===== src/rtl/logic_delay_pipe_pkg.sv =====
// Shared constants and elaboration-time helpers for the logic delay pipe.
// DMAX is derived from the path depths with max3.
package logic_delay_pkg;

  localparam int OR_DELAY_DEF = 5;
  localparam int CD_DELAY_DEF = 4;

  function automatic int max3(input int a, input int b, input int c);
    int m;
    m = (a > b) ? a : b;
    return (m > c) ? m : c;
  endfunction

endpackage


===== src/rtl/logic_delay_pipe_if.sv =====
// Sample bus of the logic delay pipe: four input words with a valid flag in,
// four result fields with a valid pulse out.
interface logic_delay_pipe_if #(
  parameter int W = 4
);
  logic           in_valid;
  logic [W-1:0]   i0;
  logic [W-1:0]   i1;
  logic [W-1:0]   i2;
  logic [W-1:0]   i3;
  logic           out_valid;
  logic [W-1:0]   o0;
  logic [W-1:0]   o1;
  logic [2*W-1:0] o2;
  logic [W-1:0]   o3;

  modport master (
    output in_valid, i0, i1, i2, i3,
    input  out_valid, o0, o1, o2, o3
  );

  modport slave (
    input  in_valid, i0, i1, i2, i3,
    output out_valid, o0, o1, o2, o3
  );
endinterface


===== src/rtl/logic_delay_pipe_delay_line.sv =====
// Fixed-depth shift register with synchronous clear; q is d delayed by DEPTH
// rising edges.
module delay_line #(
  parameter int WIDTH = 1,
  parameter int DEPTH = 1
) (
  input  logic             clk,
  input  logic             rst,
  input  logic [WIDTH-1:0] d,
  output logic [WIDTH-1:0] q
);

  logic [WIDTH-1:0] stage_r [DEPTH];

  // Shift chain: stage 0 captures d, every later stage takes its predecessor.
  always_ff @(posedge clk) begin
    if (rst) begin
      for (int i = 0; i < DEPTH; i++) begin
        stage_r[i] <= {WIDTH{1'b0}};
      end
    end else begin
      stage_r[0] <= d;
      for (int i = 1; i < DEPTH; i++) begin
        stage_r[i] <= stage_r[i-1];
      end
    end
  end

  assign q = stage_r[DEPTH-1];

endmodule


===== src/rtl/logic_delay_pipe.sv =====
// Per-lane AND/OR/XOR of four words carried down delay lines to registered
// output fields, either sample-aligned (ALIGN=1) or per-path raw (ALIGN=0).
module logic_delay_pipe
  import logic_delay_pkg::*;
#(
  parameter int W        = 4,
  parameter int OR_DELAY = OR_DELAY_DEF,
  parameter int CD_DELAY = CD_DELAY_DEF,
  parameter int ALIGN    = 1
) (
  input logic             clk,
  input logic             rst,
  logic_delay_pipe_if.slave bus
);

  localparam int DMAX    = max3(1, OR_DELAY, CD_DELAY);
  // Aligned mode pads every path to DMAX so all fields leave with one sample.
  localparam int X_DEPTH = (ALIGN != 0) ? DMAX : 1;
  localparam int R_DEPTH = (ALIGN != 0) ? DMAX : OR_DELAY;
  localparam int C_DEPTH = (ALIGN != 0) ? DMAX : CD_DELAY;

  logic [W-1:0]   x_s, a_s, r_s;
  logic [2*W-1:0] c_s;
  logic [W-1:0]   x_end_s, a_end_s, r_end_s;
  logic [2*W-1:0] c_end_s;
  logic           v_end_s;
  logic [W-1:0]   o3_s;

  logic [W-1:0]   o0_r, o1_r, o3_r;
  logic [2*W-1:0] o2_r;
  logic           out_valid_r;

  assign x_s = bus.i0 ^ bus.i1;
  assign a_s = bus.i0 & bus.i1;
  assign r_s = bus.i0 | bus.i1;
  assign c_s = {bus.i2 | bus.i3, bus.i2 & bus.i3};

  delay_line #(.WIDTH(W),   .DEPTH(X_DEPTH)) u_x_line (.clk(clk), .rst(rst), .d(x_s), .q(x_end_s));
  delay_line #(.WIDTH(W),   .DEPTH(X_DEPTH)) u_a_line (.clk(clk), .rst(rst), .d(a_s), .q(a_end_s));
  delay_line #(.WIDTH(W),   .DEPTH(R_DEPTH)) u_r_line (.clk(clk), .rst(rst), .d(r_s), .q(r_end_s));
  delay_line #(.WIDTH(2*W), .DEPTH(C_DEPTH)) u_c_line (.clk(clk), .rst(rst), .d(c_s), .q(c_end_s));
  delay_line #(.WIDTH(1),   .DEPTH(DMAX))    u_v_line (.clk(clk), .rst(rst), .d(bus.in_valid), .q(v_end_s));

  // In raw mode this mixes X and C path ends from different samples on purpose.
  assign o3_s = x_end_s & (c_end_s[2*W-1:W] | c_end_s[W-1:0]);

  generate
    if (ALIGN != 0) begin : g_aligned
      // Output fields load together when a valid tag emerges, else hold.
      always_ff @(posedge clk) begin
        if (rst) begin
          o0_r        <= {W{1'b0}};
          o1_r        <= {W{1'b0}};
          o2_r        <= {(2*W){1'b0}};
          o3_r        <= {W{1'b0}};
          out_valid_r <= 1'b0;
        end else if (v_end_s) begin
          o0_r        <= c_end_s[2*W-1:W];
          o1_r        <= c_end_s[W-1:0];
          o2_r        <= {a_end_s, r_end_s};
          o3_r        <= o3_s;
          out_valid_r <= 1'b1;
        end else begin
          o0_r        <= o0_r;
          o1_r        <= o1_r;
          o2_r        <= o2_r;
          o3_r        <= o3_r;
          out_valid_r <= 1'b0;
        end
      end
    end else begin : g_raw
      // Every field follows its own path end each cycle.
      always_ff @(posedge clk) begin
        if (rst) begin
          o0_r        <= {W{1'b0}};
          o1_r        <= {W{1'b0}};
          o2_r        <= {(2*W){1'b0}};
          o3_r        <= {W{1'b0}};
          out_valid_r <= 1'b0;
        end else begin
          o0_r        <= c_end_s[2*W-1:W];
          o1_r        <= c_end_s[W-1:0];
          o2_r        <= {a_end_s, r_end_s};
          o3_r        <= o3_s;
          out_valid_r <= v_end_s;
        end
      end
    end
  endgenerate

  assign bus.o0        = o0_r;
  assign bus.o1        = o1_r;
  assign bus.o2        = o2_r;
  assign bus.o3        = o3_r;
  assign bus.out_valid = out_valid_r;

endmodule


===== src/flat_wrapper.sv =====
// flat-port wrapper written by rule: the top's interface ports become plain ports
module logic_delay_pipe_flat import logic_delay_pkg::*;
#(
  parameter int W        = 4,
  parameter int OR_DELAY = OR_DELAY_DEF,
  parameter int CD_DELAY = CD_DELAY_DEF,
  parameter int ALIGN    = 1
)
  (clk, rst, bus_in_valid, bus_i0, bus_i1, bus_i2, bus_i3, bus_out_valid, bus_o0, bus_o1, bus_o2, bus_o3);
  logic_delay_pipe_if #(.W(W)) bus_i ();
  input logic clk;
  input logic rst;
  input wire logic [$bits(bus_i.in_valid)-1:0] bus_in_valid;
  input wire logic [$bits(bus_i.i0)-1:0] bus_i0;
  input wire logic [$bits(bus_i.i1)-1:0] bus_i1;
  input wire logic [$bits(bus_i.i2)-1:0] bus_i2;
  input wire logic [$bits(bus_i.i3)-1:0] bus_i3;
  output wire logic [$bits(bus_i.out_valid)-1:0] bus_out_valid;
  output wire logic [$bits(bus_i.o0)-1:0] bus_o0;
  output wire logic [$bits(bus_i.o1)-1:0] bus_o1;
  output wire logic [$bits(bus_i.o2)-1:0] bus_o2;
  output wire logic [$bits(bus_i.o3)-1:0] bus_o3;
  assign bus_i.in_valid = bus_in_valid;
  assign bus_i.i0 = bus_i0;
  assign bus_i.i1 = bus_i1;
  assign bus_i.i2 = bus_i2;
  assign bus_i.i3 = bus_i3;
  assign bus_out_valid = bus_i.out_valid;
  assign bus_o0 = bus_i.o0;
  assign bus_o1 = bus_i.o1;
  assign bus_o2 = bus_i.o2;
  assign bus_o3 = bus_i.o3;
  logic_delay_pipe #(.W(W), .OR_DELAY(OR_DELAY), .CD_DELAY(CD_DELAY), .ALIGN(ALIGN)) u_core (.clk(clk), .rst(rst), .bus(bus_i));
endmodule

===== config.mk =====
export PLATFORM = sky130hd
export DESIGN_NAME = logic_delay_pipe_flat
export DESIGN_NICKNAME = d
export VERILOG_FILES = /design/src/rtl/logic_delay_pipe_pkg.sv /design/src/rtl/logic_delay_pipe_if.sv /design/src/rtl/logic_delay_pipe_delay_line.sv /design/src/rtl/logic_delay_pipe.sv /design/src/flat_wrapper.sv
export SDC_FILE = /design/constraint.sdc
export NUM_CORES = 1
export LEC_CHECK = 0
export CAP_MARGIN = 40
export CORE_ASPECT_RATIO = 1.1
export CORE_MARGIN = 10
export CORE_UTILIZATION = 54
export DETAILED_ROUTE_END_ITERATION = 6
export PLACE_DENSITY = 0.77
export SYNTH_ARGS = -nofsm -noshare
export SYNTH_HDL_FRONTEND = slang
export SYNTH_SLANG_ARGS = --single-unit

===== constraint.sdc =====
create_clock -name clk -period 1.3 [get_ports clk]
set_clock_uncertainty 0.2 [all_clocks]
set_input_delay 0.39 -clock clk [delete_from_list [all_inputs] [get_ports clk]]
set_output_delay 0.39 -clock clk [all_outputs]
set_load 0.01 [all_outputs]

==> flow_metrics.tcl <==
set metrics [dict create \
    layout_common_cells "dfxtp_1, nor2b_1, nor2_1" \
    layout_min_cycle_time_ns 1.522 \
    cts_hold_buf 0 \
    drc_errors 0 \
    avgSynthCellArea_um2 11.83 \
    via_count 2025 \
    netlist_instances 317 \
    ys_warn_count 0 \
    violations "setup timing" \
    htreeDepth 4 \
    fin_area_um2 4870 \
    critPathMaxStageDelay_ns 0.33 \
    fin_ws_ns -0.2219 \
    area_growth_pct 29.91 \
    port_buffers 39 \
    cp_cell_sequence "buf_6" \
    die_area_um2 10680 \
    crit_type "reg -> out" \
    grtUsageTotal 0.09999 \
    wirelength_um 4685 \
    vdd.ir_drop.worst_v 0.001260 \
    n_antenna_cell 0 \
    finalNonFillerCells 469 \
    hp-start "rst" \
    power_density_nw_per_um2 1754 \
    max_freq_ghz 0.6571 \
    first_pass_iters 3 \
    maxSlewHeadroom 0.8180 \
    placed_area_um2 4229 \
    die_h_um 107.4 \
    critPathTopFamily "flip-flops" \
    endpoint_kind "output port" \
    final_common_cell "dfxtp_1" \
    required_ns 0.71 \
    worst-path-stages 1 \
    start_util 0.5619 \
    drtIter0Drc 49 \
    die_w_um 99.44 \
    fin_crit_sh 1.171 \
    grt-ovfl-total 0 \
    root_buffer "clkbuf_8" \
    cts_buffers 17 \
    finalNetCount 401 \
    rsz0062_at_grt "yes" \
    dp.cells 433 \
    finalSetupViolCount 21 \
    detail-route-antenna-nets 0 \
    crit_fanout 2 \
    antenna_found_initial 0 \
    hold_viol 0 \
    cp.arrival_ns 0.93 \
    min_path_cells 3 \
    cp-start-kind "flop" \
    hpwlAfterDp_um 2948 \
    regToRegStartpoint "u_core.u_v_line.stage_r[0][4]" \
    clkSinkCount 126 \
    synth_nets 344 \
    layout-drive-gt1-share 0.2274 \
    synth_seq_area_share 0.6729 \
    worst_pin_slew_ns 0.2730 \
    critPathSlowestCell "dfxtp_2" \
    boundaryPins 40 \
    rows 31 \
    slew_violations 0 \
    via_per_inst 4.318 \
    worstSkewPairLatency_ns 0.49 \
    gp_congestion 0.6707 \
    grt_pass1_vias 2028 \
    netlist_area_um2 3749 \
    leakage_uw 0.002017 \
    clk_path_buf_depth 2 \
    worstRegToRegCells 3 \
    dp_slack_ns -0.3443 \
    cts.clk_slew.worst_paths_ns 0.06 \
    synth_seq_cells 126 \
    tritoncts "built" \
    status "finished with violations" \
    critPathBufInv 1 \
    min_path_type "in -> reg" \
    core_um2 6671 \
    yosysUniqueCellTypes 13 \
    grt_max_degree 51 \
    wire_per_inst_um 9.989 \
    max_cap_viol_count 0 \
    cp-startpoint "u_core.bus.o1[1]" \
    grt_pass1_wl_um 8576 \
]
==> state kept, by name, indices dropped and copies added (netlist names) <==
register                 count
u_core.bus.o2                8
u_core.u_a_line.stage_r     20
u_core.u_c_line.stage_r     40
u_core.bus.o3                4
u_core.u_r_line.stage_r     20
u_core.bus.o0                4
u_core.bus.out_valid         1
u_core.u_v_line.stage_r      5
u_core.u_x_line.stage_r     20
u_core.bus.o1                4
==> layout make-up <==
| class | instances | area [um2] |
|---|---|---|
| clock inverter | 11 | 116.4 |
| timing repair buffer | 55 | 565.5 |
| tap | 82 | 102.6 |
| multi-input combinational | 166 | 1059 |
| fill | 482 | 1802 |
| sequential | 126 | 2547 |
| clock buffer | 21 | 449.2 |
| inverter | 8 | 30.03 |
==> per-layer routing <==
layer,GRT usage,part of all wire
met1,0.1003,0.44
met2,0.1611,0.48
met3,0.05459,0.066
met4,0.05840,0.017
met5,0,0
==> report_power, final <==
| group | internal, uW | leakage (uW) | total, uW | switching, uW |
|---|---|---|---|---|
| combinational | 131 | 0.000707 | 234 | 102 |
| clock | 2810 | 0.000273 | 4320 | 1510 |
| sequential | 3970 | 0.00104 | 3990 | 19.9 |
==> Yosys cell counts (all sizes together) <==
cell type,instances,area share
a21oi,4,0.0053
nand2,4,0.0040
buf,17,0.037
dfxtp,126,0.67
mux2i,16,0.043
nand2b,4,0.0067
inv,8,0.0080
nor2,32,0.032
ha,8,0.027
o211ai,4,0.0080
nor2b,94,0.16
==> repair_timing <==
item / CTS / global route
setup buffers: 3 / 1
gates resized for setup: 124 / 0
endpoints found under the hold margin: 0 / 0
endpoints found under the setup margin: 21 / 21
==> per-stage QoR <==
| stage | hold WS (ns) | utilization | power (uW) | setup TNS (ns) |
|---|---|---|---|---|
| 4_1_cts | 0.09631 | 0.7288 | 8632 | -5.046 |
| 6_report | 0.1102 | 0.7299 | 8541 | -4.465 |
| 3_5_place_dp | 0.2204 | 0.6339 | 4306 | -5.809 |
| 2_1_floorplan | 0.2138 | - | 4218 | 0 |
| 5_1_grt | 0.1254 | 0.7299 | 8864 | -5.422 |
| 3_3_place_gp | 0.2159 | 0.6339 | 4295 | -5.411 |
==> worst paths after layout <==
kind,end,slack [ns]
setup reg to reg,u_core.bus.o0[0],0.14
setup / recovery,bus_o1[1],-0.22
hold / removal,u_core.u_r_line.stage_r[0][1],0.11
hold reg to reg,u_core.u_v_line.stage_r[0][4],0.23
==> logic make-up after synthesis <==
kind of cell,count (synthesis),share of synthesized area
AND/OR/NAND/NOR,134,0.1996
flip-flops,126,0.6729
buffers and inverters,25,0.04473
multiplexers,16,0.04272
AO/OA/AOI/OAI,8,0.01335
adder cells (fa/ha/maj),8,0.02670
Note: power is estimated with default switching activity, not from simulation.
==> RTL change (config.mk and constraints unchanged) <==
Make the reset (`rst`) asynchronous in 3 clocked blocks.
--- a/src/rtl/logic_delay_pipe_delay_line.sv
+++ b/src/rtl/logic_delay_pipe_delay_line.sv
@@ -15,3 +15,3 @@
   // Shift chain: stage 0 captures d, every later stage takes its predecessor.
-  always_ff @(posedge clk) begin
+  always_ff @(posedge clk or posedge rst) begin
     if (rst) begin
--- a/src/rtl/logic_delay_pipe.sv
+++ b/src/rtl/logic_delay_pipe.sv
@@ -49,3 +49,3 @@
       // Output fields load together when a valid tag emerges, else hold.
-      always_ff @(posedge clk) begin
+      always_ff @(posedge clk or posedge rst) begin
         if (rst) begin
@@ -72,3 +72,3 @@
       // Every field follows its own path end each cycle.
-      always_ff @(posedge clk) begin
+      always_ff @(posedge clk or posedge rst) begin
         if (rst) begin
Check against the original RTL: differs if rst is asserted again (counterexample within 10 cycles, from zero or initial values and one cycle with rst high); with rst held inactive, the same outputs for 10 cycles.
==> RTL change against the unedited design <==
- the run still ends with setup timing left
- area after synthesis is 1.7% lower
- final area is 3.8% higher
- critical path depth stayed put
- wire length is 24% higher
- via count is 17% lower
- worst setup slack worse by 0.097 ns
- sequential cell count stayed put
- largest cell class unchanged
Power is not compared: it rests on default switching activity, and its combinational part moved more than twofold at a synthesized area within 25%.
==> RTL change: results (changes against the unedited design) <==
[outcome]
result_of_the_run=complete, but fails checks  ; unchanged
violations=setup timing  ; unchanged

[cts]
cts_setup_buffers=14  ; was 3

[routing]
routed_length_on_met3_um=289  ; was 311 um
wl_met1_mm=2.33  ; was 2.05 mm
vias_after_detailed_routing=1687  ; was 2025
drt_first_iter_violations=52  ; was 49
drt_wl_total_mm=5.79  ; was 4.69 mm
dr_wl_met2_mm=3.11  ; was 2.24 mm

[grt]
grt_pass1_wl_mm=9.45  ; was 8.58 mm
met3_usage=0.0572  ; was 0.0546
grt_max_degree=33  ; was 51

[synth]
yosys-top-cells-area=dfrtp_1 86%, mux2_4 4.9%, ha_1 2.7%  ; was dfxtp_1 67%, nor2b_1 16%, mux2i_1 4.3%
syn-num-nets=213  ; was 344
async_reset_ff_frac=1.00  ; was 0
sequential_fraction_of_the_synthesis_area=0.856  ; was 0.673
post_synth_inst_count=186  ; was 317

[worst_setup_path]
critPathSlowestCell=dfrtp_1  ; was dfxtp_2

[timing]
final-setup-viol-count=23  ; was 21
postLayoutSetupSlackWorst_ns=-0.319  ; was -0.222 ns

[cells_and_area]
share_of_final_layout_standard_cells_stronger_than_drive_strength_1=0.390  ; was 0.227

[placement]
post-place-cells=323  ; was 433
gpl.final_weighted_congestion=0.635  ; was 0.671
hpwl_mm=3.13  ; was 2.95 mm
placed_area_mm2=0.00434  ; was 0.00423 mm^2

## RTL change: where the power goes
group	leakage (nW)	switching [mW]	internal, mW
Combinational	0.682	0.240	0.355
Clock	0.289	1.49	2.94
Sequential	1.46	0.101	4.19
## RTL change: cell families (layout without fill, tap and decap cells)
| logic type | count (synthesis) | count (layout) | share of synthesized area |
|---|---|---|---|
| AOI/OAI and AO/OA | 8 | 8 | 0.0136 |
| adders and majority gates | 8 | 8 | 0.0272 |
| buffers and inverters | 20 | 129 | 0.0289 |
| DFF | 126 | 126 | 0.856 |
| muxes | 16 | 16 | 0.0611 |
| and+or+nand+nor | 8 | 8 | 0.0136 |
## RTL change: path summary, 6_finish.rpt
path | startpoint | end | slack (ns) | cells after the start
max | u_core.bus.o2[0] | bus_o2[0] | -0.32 | 1
min | bus_in_valid | u_core.u_v_line.stage_r[4] | 0.13 | 1
max reg2reg | u_core.bus.o2[0] | u_core.bus.o2[0] | -0.08 | 4
min reg2reg | u_core.u_c_line.stage_r[34] | u_core.u_c_line.stage_r[26] | 0.14 | 0
max in group asynchronous | rst | u_core.u_v_line.q | 0.49 | 3
min in group asynchronous | rst | u_core.u_c_line.stage_r[35] | 0.21 | 3
## RTL change: stage by stage
step	power (mW)	util	hold slack [ns]
after floorplan	4.54	-	0.131
after global placement	4.83	0.659	0.131
after detailed placement	4.87	0.659	0.135
after CTS	9.36	0.748	0.101
after global routing	9.67	0.767	0.107
final	9.31	0.767	0.135
## RTL change: cell type report
| cell class | count | area (um^2) |
|---|---|---|
| sequential | 126 | 3150 |
| fill | 361 | 1540 |
| timing repair buffer | 82 | 733 |
| clock buffer | 23 | 487 |
| multi-input combinational | 40 | 425 |
| tap | 82 | 103 |
| clock inverter | 7 | 85.1 |
| inverter | 17 | 67.6 |
